`src/rtl/secded_scrub_ctrl_if.sv`:
```
// Memory-port and SECDED-decoder bundle between the scrubber (master) and memory/decoder (slave).
// Wires only: no latency. Request/grant handshake on the memory side; the decoder side is combinational.
interface secded_scrub_ctrl_if #(
    parameter int ADDR_W = 10
);
    logic              mem_req;
    logic              mem_we;
    logic [ADDR_W-1:0] mem_addr;
    logic [71:0]       mem_wdata;
    logic              mem_gnt;
    logic              mem_rvalid;
    logic [71:0]       mem_rdata;
    logic [71:0]       dec_data_in;
    logic [71:0]       dec_data_out;
    logic              dec_single_error;
    logic              dec_double_error;

    modport master (
        output mem_req, mem_we, mem_addr, mem_wdata, dec_data_in,
        input  mem_gnt, mem_rvalid, mem_rdata, dec_data_out, dec_single_error, dec_double_error
    );

    modport slave (
        input  mem_req, mem_we, mem_addr, mem_wdata, dec_data_in,
        output mem_gnt, mem_rvalid, mem_rdata, dec_data_out, dec_single_error, dec_double_error
    );
endinterface

```
`src/rtl/secded_scrub_ctrl.sv`:
```
// Background SECDED scrubber: read, decode, write back CEs, log UEs; >=5 cycles/word (6 with a CE).
// Yields the memory port whenever host_busy is high; a request stays pending until mem_gnt.
module secded_scrub_ctrl #(
    parameter int ADDR_W = 10,
    parameter int DEPTH  = 1024,
    parameter int CNT_W  = 16
) (
    input  logic              clk,
    input  logic              rst_n,
    input  logic              enable,
    input  logic [CNT_W-1:0]  interval,
    input  logic              host_busy,
    secded_scrub_ctrl_if.master bus,
    output logic [CNT_W-1:0]  ce_count,
    output logic [CNT_W-1:0]  ue_count,
    output logic [ADDR_W-1:0] ue_addr,
    output logic              ue_irq,
    input  logic              irq_clr,
    output logic              pass_done
);
    typedef enum logic [2:0] {
        S_IDLE, S_WAIT, S_READ, S_RESP, S_CHECK, S_WRITE, S_NEXT
    } state_t;

    localparam logic [ADDR_W-1:0] LAST_ADDR = ADDR_W'(DEPTH - 1);

    state_t            state_q;
    logic [ADDR_W-1:0] addr_q;
    logic [CNT_W-1:0]  timer_q;
    logic              req_q;
    logic              we_q;
    logic [71:0]       wr_buf_q;
    logic [71:0]       rd_buf_q;
    logic [CNT_W-1:0]  ce_q;
    logic [CNT_W-1:0]  ue_q;
    logic [ADDR_W-1:0] ue_addr_q;
    logic              ue_irq_q;
    logic              pass_q;

    logic [CNT_W-1:0]  ce_d;
    logic [CNT_W-1:0]  ue_d;
    logic              gnt_d;
    logic              last_d;

    // host_busy gates the request combinationally so the port is released in the same cycle.
    assign bus.mem_req     = req_q & ~host_busy;
    assign bus.mem_we      = we_q;
    assign bus.mem_addr    = addr_q;
    assign bus.mem_wdata   = wr_buf_q;
    assign bus.dec_data_in = rd_buf_q;

    assign ce_count  = ce_q;
    assign ue_count  = ue_q;
    assign ue_addr   = ue_addr_q;
    assign ue_irq    = ue_irq_q;
    assign pass_done = pass_q;

    assign ce_d   = (ce_q == '1) ? ce_q : ce_q + CNT_W'(1);
    assign ue_d   = (ue_q == '1) ? ue_q : ue_q + CNT_W'(1);
    assign gnt_d  = bus.mem_req & bus.mem_gnt;
    assign last_d = (addr_q == LAST_ADDR);

    always_ff @(posedge clk or negedge rst_n) begin
        if (!rst_n) begin
            state_q   <= S_IDLE;
            addr_q    <= '0;
            timer_q   <= '0;
            req_q     <= 1'b0;
            we_q      <= 1'b0;
            wr_buf_q  <= '0;
            rd_buf_q  <= '0;
            ce_q      <= '0;
            ue_q      <= '0;
            ue_addr_q <= '0;
            ue_irq_q  <= 1'b0;
            pass_q    <= 1'b0;
        end else begin
            pass_q <= 1'b0;
            // A UE logged in CHECK below overrides this clear.
            if (irq_clr) begin
                ue_irq_q <= 1'b0;
            end
            case (state_q)
                S_IDLE: begin
                    if (enable) begin
                        timer_q <= interval;
                        state_q <= S_WAIT;
                    end
                end
                S_WAIT: begin
                    if (timer_q <= CNT_W'(1)) begin
                        req_q   <= 1'b1;
                        we_q    <= 1'b0;
                        state_q <= S_READ;
                    end else begin
                        timer_q <= timer_q - CNT_W'(1);
                    end
                end
                S_READ: begin
                    if (gnt_d) begin
                        req_q   <= 1'b0;
                        state_q <= S_RESP;
                    end
                end
                S_RESP: begin
                    if (bus.mem_rvalid) begin
                        rd_buf_q <= bus.mem_rdata;
                        state_q  <= S_CHECK;
                    end
                end
                S_CHECK: begin
                    // Both flags together is illegal and handled as uncorrectable.
                    if (bus.dec_double_error) begin
                        ue_q     <= ue_d;
                        ue_irq_q <= 1'b1;
                        if (!ue_irq_q || irq_clr) begin
                            ue_addr_q <= addr_q;
                        end
                        rd_buf_q <= '0;
                        pass_q   <= last_d;
                        state_q  <= S_NEXT;
                    end else if (bus.dec_single_error) begin
                        ce_q     <= ce_d;
                        wr_buf_q <= bus.dec_data_out;
                        req_q    <= 1'b1;
                        we_q     <= 1'b1;
                        state_q  <= S_WRITE;
                    end else begin
                        rd_buf_q <= '0;
                        pass_q   <= last_d;
                        state_q  <= S_NEXT;
                    end
                end
                S_WRITE: begin
                    if (gnt_d) begin
                        req_q    <= 1'b0;
                        we_q     <= 1'b0;
                        rd_buf_q <= '0;
                        pass_q   <= last_d;
                        state_q  <= S_NEXT;
                    end
                end
                S_NEXT: begin
                    addr_q <= last_d ? '0 : addr_q + ADDR_W'(1);
                    if (enable) begin
                        timer_q <= interval;
                        state_q <= S_WAIT;
                    end else begin
                        state_q <= S_IDLE;
                    end
                end
                default: state_q <= S_IDLE;
            endcase
        end
    end
endmodule

```
`src/flat_wrapper.sv`:
```
// flat-port wrapper written by rule: the top's interface ports become plain ports
module secded_scrub_ctrl_flat 
#(
    parameter int ADDR_W = 10,
    parameter int DEPTH  = 1024,
    parameter int CNT_W  = 16
)
  (clk, rst_n, enable, interval, host_busy, ce_count, ue_count, ue_addr, ue_irq, irq_clr, pass_done, bus_mem_req, bus_mem_we, bus_mem_addr, bus_mem_wdata, bus_dec_data_in, bus_mem_gnt, bus_mem_rvalid, bus_mem_rdata, bus_dec_data_out, bus_dec_single_error, bus_dec_double_error);
  secded_scrub_ctrl_if #(.ADDR_W(ADDR_W)) bus_i ();
  input  logic clk;
  input  logic rst_n;
  input  logic enable;
  input  logic [CNT_W-1:0] interval;
  input  logic host_busy;
  output logic [CNT_W-1:0] ce_count;
  output logic [CNT_W-1:0] ue_count;
  output logic [ADDR_W-1:0] ue_addr;
  output logic ue_irq;
  input  logic irq_clr;
  output logic pass_done;
  output wire logic [$bits(bus_i.mem_req)-1:0] bus_mem_req;
  output wire logic [$bits(bus_i.mem_we)-1:0] bus_mem_we;
  output wire logic [$bits(bus_i.mem_addr)-1:0] bus_mem_addr;
  output wire logic [$bits(bus_i.mem_wdata)-1:0] bus_mem_wdata;
  output wire logic [$bits(bus_i.dec_data_in)-1:0] bus_dec_data_in;
  input wire logic [$bits(bus_i.mem_gnt)-1:0] bus_mem_gnt;
  input wire logic [$bits(bus_i.mem_rvalid)-1:0] bus_mem_rvalid;
  input wire logic [$bits(bus_i.mem_rdata)-1:0] bus_mem_rdata;
  input wire logic [$bits(bus_i.dec_data_out)-1:0] bus_dec_data_out;
  input wire logic [$bits(bus_i.dec_single_error)-1:0] bus_dec_single_error;
  input wire logic [$bits(bus_i.dec_double_error)-1:0] bus_dec_double_error;
  assign bus_mem_req = bus_i.mem_req;
  assign bus_mem_we = bus_i.mem_we;
  assign bus_mem_addr = bus_i.mem_addr;
  assign bus_mem_wdata = bus_i.mem_wdata;
  assign bus_dec_data_in = bus_i.dec_data_in;
  assign bus_i.mem_gnt = bus_mem_gnt;
  assign bus_i.mem_rvalid = bus_mem_rvalid;
  assign bus_i.mem_rdata = bus_mem_rdata;
  assign bus_i.dec_data_out = bus_dec_data_out;
  assign bus_i.dec_single_error = bus_dec_single_error;
  assign bus_i.dec_double_error = bus_dec_double_error;
  secded_scrub_ctrl #(.ADDR_W(ADDR_W), .DEPTH(DEPTH), .CNT_W(CNT_W)) u_core (.clk(clk), .rst_n(rst_n), .enable(enable), .interval(interval), .host_busy(host_busy), .bus(bus_i), .ce_count(ce_count), .ue_count(ue_count), .ue_addr(ue_addr), .ue_irq(ue_irq), .irq_clr(irq_clr), .pass_done(pass_done));
endmodule
```
`config.mk`:
```
export PLATFORM = sky130hd
export DESIGN_NAME = secded_scrub_ctrl_flat
export DESIGN_NICKNAME = d
export VERILOG_FILES = /design/src/rtl/secded_scrub_ctrl_if.sv /design/src/rtl/secded_scrub_ctrl.sv /design/src/flat_wrapper.sv
export SDC_FILE = /design/constraint.sdc
export NUM_CORES = 1
export LEC_CHECK = 0
export CAP_MARGIN = 0
export CORE_MARGIN = 8
export CORE_UTILIZATION = 47
export DETAILED_ROUTE_END_ITERATION = 10
export PLACE_DENSITY = 0.95
export SLEW_MARGIN = 20
export SYNTH_ARGS = -nofsm -noshare
export SYNTH_HDL_FRONTEND = slang
export SYNTH_SLANG_ARGS = --single-unit
```
`constraint.sdc`:
```
create_clock -name clk -period 6.3 [get_ports clk]
set_input_delay 1.26 -clock clk [delete_from_list [all_inputs] [get_ports clk]]
set_output_delay 1.26 -clock clk [all_outputs]
set_load 0.005 [all_outputs]
```
### Yosys cells after proc, flatten, opt, wreduce, memory -nomap -nowiden

Cells that the tools add are included.

| cells by class | value |
|---|---|
| bitwise gates (word level) | 6 |
| equality and inequality tests | 20 |
| multiplexer cells | 32 |
| reduce and logical (&&, ||, !) cells | 18 |
| $lt $le $gt $ge | 1 |
| $add $sub $neg | 4 |

Operators by type and width:

| kind | count |
|---|---|
| 2-to-1 mux 72 bit | 4 |
| one-hot mux 72 bit (3 select lines) | 1 |
| adder 16 x 1 -> 16 bit (second input constant) | 2 |
| equality test 16 bit (second input constant) | 2 |
| 2-to-1 mux 16 bit | 2 |
| one-hot mux 16 bit (2 select lines) | 1 |
| one-hot mux 3 bit (7 select lines) | 1 |
| 2-to-1 mux 3 bit | 6 |
| <= comparator 16 x 1 -> 1 bit (second input constant) | 1 |
| subtractor 16 x 1 -> 16 bit (second input constant) | 1 |
| AND reduction 5 bit | 3 |
| 2-to-1 mux 1 bit | 12 |
| AND reduction 3 bit | 4 |
| adder 10 x 1 -> 10 bit (second input constant) | 1 |
| equality test 10 bit (second input constant) | 1 |
| 2-to-1 mux 10 bit | 1 |
| inequality test 2 x 1 -> 1 bit (second input constant) | 5 |
| inequality test 2 bit (second input constant) | 5 |
| equality test 3 bit (second input constant) | 3 |
| nonzero test 3 bit | 3 |
| AND reduction 4 bit | 2 |
| equality test 3 x 2 -> 1 bit (second input constant) | 2 |
| one-hot mux 1 bit (3 select lines) | 2 |
| NOT 1 bit | 4 |
| other kinds (10) | 12 |

| word-level totals | value |
|---|---|
| bits in registers | 219 |
| output and inout bits | 200 |
| bits of input ports | 169 |

### Depth between registers and ports, before layout

Gate-level depths: netlist of run 1.

| logic depth | value |
|---|---|
| depth in word-level cells | 5 |
| depth in mapped cells | 9 |

### Worst setup path before layout of run 1

No wires, ideal clock.

| path | value |
|---|---|
| path kind | input port to flip-flop |
| from | in bus_dec_double_error |
| to | reg u_core.ce_q[14], in the netlist u_core.ce_count[14] |
| library setup time | 0.124 ns |
| data arrival time | 2.767 ns |
| stages | 6 |
| buffers on the path | 1 |
| setup slack | 3.409 ns |
| cells stage by stage | nand2b_1 > or3_1 > buf_2 > a311o_1 > or4_4 > xnor2_2 |

| on the way | value |
|---|---|
| word-level cells in the longest chain between the ends | 2 |

Ends and longest elaborated chain:

| item | RTL line | source |
|---|---|---|
| from (decl) | flat_wrapper.sv:31 | `input wire logic [$bits(bus_i.dec_double_error)-1:0] bus_dec_double_error;` |
| NOT 1 bit (no line) | - |  |
| AND reduction 4 bit (no line) | - |  |
| to (signal assigned) | secded_scrub_ctrl.sv:72 | `ce_q <= '0;` |
| to (signal assigned) | secded_scrub_ctrl.sv:123 | `ce_q <= ce_d;` |
| to (decl) | secded_scrub_ctrl.sv:34 | `logic [CNT_W-1:0] ce_q;` |

Every way passes these cells.
A chain may end at the register's enable or synchronous reset.

### Final worst setup path of run 1

| path | value |
|---|---|
| from | in host_busy |
| to | out bus_mem_req |

| on the way | value |
|---|---|
| word-level cells in the longest chain between the ends | 2 |

Ends and longest elaborated chain:

| item | RTL line | source |
|---|---|---|
| from (decl) | flat_wrapper.sv:14 | `input logic host_busy;` |
| NOT 1 bit | secded_scrub_ctrl.sv:46 | `assign bus.mem_req = req_q & ~host_busy;` |
| AND 1 bit | secded_scrub_ctrl.sv:46 |  |
| to (decl) | flat_wrapper.sv:21 | `output wire logic [$bits(bus_i.mem_req)-1:0] bus_mem_req;` |

Every way passes these cells.

==> summary.md, run 1 <==
| Metric | Value |
|---|---|
| Outcome | finished, final reports clean |
| Commonest non-fill, non-tap cell in the layout | clkdlybuf4s50_1 |
| Asr flop ratio synth | 100% |
| IO buf count | about 370 |
| Clock Latency Late Sink | 510 ps |
| Crit path time final | 3650 ps |
| # hold bufs at CTS | 0 |
| GRT Resource Usage Total | between 20% and 30% |
| Synthesized area | 9270 um^2 |
| Area delta synth->final | 51.3% |
| Worst slew pin tran | 968 ps |
| Max-slew violations | 0 |
| Synth Warn # | 0 |
| Via Count | ~7800 |
| Startpoint types | primary input |
| Worst Path Arrival | 2390 ps |
| Reg2Reg Setup Slack | 2960 ps |
| Post-CTS resize count | 0 |
| CP Max Fanout | 2 |
| Htree depth | 1 |
| Register area | 5480 um^2 |
| Predominant post-synthesis flop cell | dfrtp_1 |
| DR iter-0 viols | between 500 and 600 |
| Die W | around 160 um |
| Avg Vias per Cell | ~5.4 |
| Root Buffer Master | clkbuf_16 |
| First-pass GRT wire length | roughly 47000 um |
| Max frequency | roughly 270 MHz |
| DRC viols | 0 |
| Yosys reg bits | approximately 220 |
| CTS tree | yes |
| Final nets | between 1000 and 1500 |
| Yosys cell types | 55 |
| CTS sink cnt | 219 |
| IO Count | 369 |
| Initial DRT Pass Iterations | 5 |
| Sequential-to-total area share from yosys stat | between 50 and 60% |
| Critical path type | in -> out |
| Routability Congestion | between 0.9 and 1 |
| Pin count of the biggest net entering global routing | around 140 |
| Endpoints failing setup | 0 |
| Final instance area | 14000 um^2 |
| Multi-input logic area | ~3300 um^2 |
| Total power divided by cell area | 434 nW/um^2 |
| Core box area | 19400 um^2 |
| Clock slew at the register clock pins of the worst setup and hold paths | around 60 ps |
| Height of the die | ~160 um |
| Max-slew headroom | between 30% and 40% |
| Synthesized area per cell | around 11 um^2 |
| Setup crit end kind | primary output |
| Num CTS Buffers | 24 |
| Post-synth EDFFs | 0 |
| Most frequent cells in the layout | clkdlybuf4s50_1 (367), dfrtp_1 (219), nand3_1 (88), mux2_2 (83), inv_1 (80) |
| Hold Path Depth | 1 |
| WL/cell | 21.1 um |
| Synthesized net count | 992 |
| Worst Path Required | ~5000 ps |
| Clk_skew | between 15 and 20 ps |
| Routed Antenna Nets | 0 |
| RSZ-0062 raised after global routing | no |
| Layout cells sized above 1 | a little under an eighth |
| Fillers | ~1200 |
| Maxcap violations | 0 |
| Placement-stage cell area | between 10000 and 15000 um^2 |
| Fin crit share | just under 60% |
| Starting Density | a little under half |
| Initial antenna violation count | 1 |
| Final Hold Viols | 0 |
| DRT Wirelength | between 30000 and 40000 um |
| Row cnt | 51 |
| Die Area | approximately 24000 um^2 |
| Overflow left after global routing | 0 |
| Peak VDD IR | ~0.31 mV |
| Detail Placement HPWL | 21900 um |
| HP Class | reg -> reg |
| Post-synthesis cell count | approximately 800 |
| Leak | 0.00603 uW |
| Total Neg Setup Slack | 0 ps |
| Deepest clock path buffer count | 3 |
| Reg2Reg Depth | 5 |
| Post-CTS setup buffer count | 0 |
| Vias in the first global route | about 8400 |
[sequential cells by signal, summed over array words and instances (netlist names)]
name and cells:
u_core.bus.dec_data_in 72, u_core.bus.mem_addr 10, u_core.bus.mem_wdata 72, u_core.bus.mem_we 1
u_core.ce_count 16, u_core.pass_done 1, u_core.req_q 1, u_core.state_q 3
u_core.timer_q 16, u_core.ue_addr 10, u_core.ue_count 16, u_core.ue_irq 1
[final timing paths]
kind	from	end
worst max-delay path	host_busy	bus_mem_req
worst min-delay path	u_core.timer_q[15]	u_core.timer_q[15]
worst max register to register	u_core.state_q[1]	u_core.bus.mem_wdata[42]
worst min register to register	u_core.timer_q[15]	u_core.timer_q[15]
max in group asynchronous	rst_n	u_core.bus.dec_data_in[54]
min in group asynchronous	rst_n	u_core.bus.mem_wdata[44]
[cell families (layout without fill, tap and decap cells)]
logic type / after synthesis / after routing / synth area share, %
flops: 219 / 219 / 59.1
other cells: 0 / 1 / 0
buf+inv: 122 / 496 / 5.21
simple gates: 223 / 223 / 13.1
fa+ha+maj: 5 / 5 / 0.675
compound gates: 129 / 129 / 8.20
xor+xnor: 34 / 34 / 3.29
mux: 86 / 86 / 10.4
[stage by stage]
| stage | std cells | worst slack (ps) | hold slack, ps | util, % | power (uW) |
|---|---|---|---|---|---|
| floorplan | 818 | 3410 | 451 | - | 3140 |
| global placement | 1413 | 2400 | 475 | 67.8 | 4420 |
| detailed placement | 1413 | 2370 | 482 | 67.8 | 4570 |
| CTS | 1457 | 2640 | 489 | 72.3 | 6130 |
| global route | 1458 | 2630 | 517 | 72.3 | 6420 |
| finish | 1458 | 2650 | 485 | 72.3 | 6080 |
[final cells by class]
class                   instances  share of cell area (%)
inverters                      80                    2.14
clock inverters                12                    1.17
well taps                     265                    2.36
clock buffers                  32                    4.93
repair buffers                372                    26.6
flip-flops and latches        219                    39.1
multi-input cells             477                    23.7
diodes                          1                  0.0178
[power by group]
group	total (uW)	switching (uW)	leakage, uW	internal [uW]
clock	1500	565	0.000428	935
sequential	2350	403	0.00276	1940
combinational	2230	933	0.00284	1300
[metal layers]
layer | vias to the layer above | global-route usage (%) | share of wire (%)
met3 | 62 | 7.94 | 10
li1 | 3544 | - | -
met1 | 3836 | 26.4 | 36
met4 | 0 | 8.83 | 3.3
met5 | - | 0 | 0
met2 | 394 | 43.1 | 51
[critical path, cell delays in order]
cell	delay (ps)
clkdlybuf4s50_1	410
nor2b_1	160
clkdlybuf4s50_1	560
[Yosys cell counts, types with 11 or more instances]
master / instances / area share [%]
dfrtp_1: 219 / 59
nand3_1: 88 / 4.8
mux2_2: 83 / 10
inv_1: 80 / 3.2
o21ai_0: 79 / 4.3
nor2_1: 36 / 1.5
clkbuf_1: 29 / 1.2
nand2_1: 23 / 0.93
xnor2_1: 23 / 2.2
a211oi_1: 16 / 1.3
nand4_1: 15 / 1.0
buf_2: 11 / 0.59
nor3_1: 11 / 0.59
Power figures use the tool's default switching activity.
==> run 2: changes to the inputs <==
--- a/config.mk
+++ b/config.mk
@@ -7,9 +7,9 @@
 export LEC_CHECK = 0
 export CAP_MARGIN = 0
 export CORE_MARGIN = 8
-export CORE_UTILIZATION = 47
+export CORE_UTILIZATION = 44
 export DETAILED_ROUTE_END_ITERATION = 10
-export PLACE_DENSITY = 0.95
+export PLACE_DENSITY = 0.92
 export SLEW_MARGIN = 20
 export SYNTH_ARGS = -nofsm -noshare
 export SYNTH_HDL_FRONTEND = slang
==> constraint.sdc (replaced) <==
create_clock -name clk -period 3.7 [get_ports clk]
set_input_delay 0.74 -clock clk [delete_from_list [all_inputs] [get_ports clk]]
set_output_delay 0.74 -clock clk [all_outputs]
set_load 0.005 [all_outputs]
==> run 2 against run 1 <==
Net effect: non-clock buffer count up 8; hold slack got worse by 180 ps; critical path type unchanged; critical path depth stayed put; final cell count up 0.89%; global-route usage is 1.6 points lower; largest cell class unchanged.
==> summary.md, run 2 (synthesized netlist as in run 1, its figures left out) <==
| Metric | Value |
|---|---|
| Outcome | finished, final reports clean |
| HP Class | in -> async |
| Fin crit share | ~70% |
| Num CTS Buffers | 24 |
| IO Count | between 300 and 400 |
| Total Neg Setup Slack | 0 ps |
| RSZ-0062 raised after global routing | no |
| First-pass GRT wire length | around 47000 um |
| Overall power | 10200 uW |
| Flop pwr share | between 30% and 40% |
| Initial antenna violation count | 1 |
| Total power divided by cell area | 725 nW/um^2 |
| Post-CTS resize count | 0 |
| Max-slew violations | 0 |
| Pin count of the biggest net entering global routing | 97 |
| Vias in the first global route | roughly 8500 |
| Clock network power share | 23.2% |
| # hold bufs at CTS | 0 |
| Root Buffer Master | clkbuf_16 |
| Row cnt | 53 |
| Overflow left after global routing | 0 |
| Setup crit end kind | primary output |
| WL/cell | 20.8 um |
| Htree depth | 1 |
| IO buf count | around 370 |
| Fillers | 1463 |
| Startpoint types | primary input |
| Final nets | roughly 1400 |
| Net Switching | ~3200 uW |
| Commonest non-fill, non-tap cell in the layout | clkdlybuf4s50_1 |
| Max frequency | roughly 380 MHz |
| Clock Latency Late Sink | ~510 ps |
| Placed insts | approximately 1400 |
| Die Area | about 26000 um^2 |
| CTS tree | yes |
| Worst slew pin tran | 940 ps |
| Deepest clock path buffer count | 3 |
| Worst Path Required | around 3000 ps |
| # diodes | 0 |
| Non-filler cells, final | 1471 |
| Detail Placement HPWL | 22600 um |
| Routed Antenna Nets | 0 |
| Core box area | around 21000 um^2 |
| DRC viols | 0 |
| Initial DRT Pass Iterations | 5 |
| Clock slew at the register clock pins of the worst setup and hold paths | approximately 60 ps |
| DR iter-0 viols | around 300 |
| Peak VDD IR | about 0.45 mV |
| Switch share | between 30% and 40% |
| Register area | between 5000 and 6000 um^2 |
| Multi-input logic area | around 3300 um^2 |
| CP Max Fanout | 2 |
| Starting Density | between 40% and 50% |
| Worst Path Arrival | ~1900 ps |
| CTS sink cnt | around 220 |
| Area delta synth->final | 51.7% |
| Crit path time final | roughly 2600 ps |
| Final instance area | between 10000 and 15000 um^2 |
| Clk_skew | between 15 and 20 ps |
| Post-CTS setup buffer count | 0 |
| Max-slew headroom | 37.2% |
| Die W | between 150 and 200 um |
| Pint | between 6000 and 7000 uW |
| Layout cells sized above 1 | a little under an eighth |
| Height of the die | 161 um |
| GRT Resource Usage Total | between 20% and 30% |
| DRT Wirelength | between 30000 and 40000 um |
| Avg Vias per Cell | approximately 5.2 |
| Placement-stage cell area | roughly 13000 um^2 |
| Final Hold Viols | 0 |
| Endpoints failing setup | 0 |
| Maxcap violations | 0 |
| Most frequent cells in the layout | clkdlybuf4s50_1 (367), dfrtp_1 (219), nand3_1 (88), mux2_2 (83), inv_1 (80) |
| Combinational share of power | about 38% |
| Routability Congestion | approximately 0.8 |
| Critical path type | in -> out |
| Via Count | 7700 |
| Leak | approximately 0.006 uW |
run 2: cell types whose count changed in the layout (fill, tap and decap cells not counted), moves of 3 or more:
cell,change
buf_12,+3
buf_4,+6
bufinv_16,-3
clkbuf_8,+3
clkinv_2,-5
run 2: through the flow:
| step | util, % | hold WS, ps | setup WS [ps] |
|---|---|---|---|
| after floorplan | - | 444 | 1330 |
| after global placement | 63.7 | 469 | 701 |
| after detailed placement | 63.7 | 471 | 661 |
| after CTS | 67.5 | 346 | 1100 |
| after global routing | 67.5 | 351 | 1010 |
| final | 67.5 | 303 | 1090 |
run 2: power groups by stage:
stage	sequential [uW]	clock, uW	combinational (uW)
floorplan	3910	0	1430
global placement	3930	0	3680
detailed placement	4000	0	3850
CTS	3990	2410	3890
global route	4100	2510	4180
finish	3990	2370	3830
run 2: worst paths after layout:
| path | from | slack (ps) | cells after the start | to |
|---|---|---|---|---|
| max | host_busy | 1090 | 3 | bus_mem_req |
| min | rst_n | 300 | 1 | u_core.ue_count[15] |
| max reg2reg | u_core.state_q[1] | 1200 | 6 | u_core.ce_count[9] |
| min reg2reg | u_core.ue_count[15] | 480 | 1 | u_core.ue_count[15] |
| max in group asynchronous | rst_n | 2450 | 2 | u_core.bus.mem_wdata[45] |
| min in group clk | u_core.ue_count[15] | 480 | 1 | u_core.ue_count[15] |
run 2: area by class of cell:
class	instances	share of cell area (%)
Sequential cell	219	39.0
Timing Repair Buffer	380	27.2
Multi-Input combinational cell	477	23.6
Clock buffer	36	5.24
Tap cell	275	2.45
Inverter	80	2.14
Clock inverter	4	0.338
run 2: worst max-delay path: stages:
cell and delay, ps:
clkdlybuf4s50_1 420, nor2b_1 170, clkdlybuf4s50_1 540
run 2: layer usage:
| layer | vias up | track usage (%) | part of all wire, % |
|---|---|---|---|
| li1 | 3560 | - | - |
| met1 | 3727 | 24.0 | 36 |
| met2 | 348 | 41.2 | 51 |
| met3 | 63 | 7.56 | 9.1 |
| met4 | 2 | 7.91 | 3.2 |
| met5 | - | 0 | 0.052 |
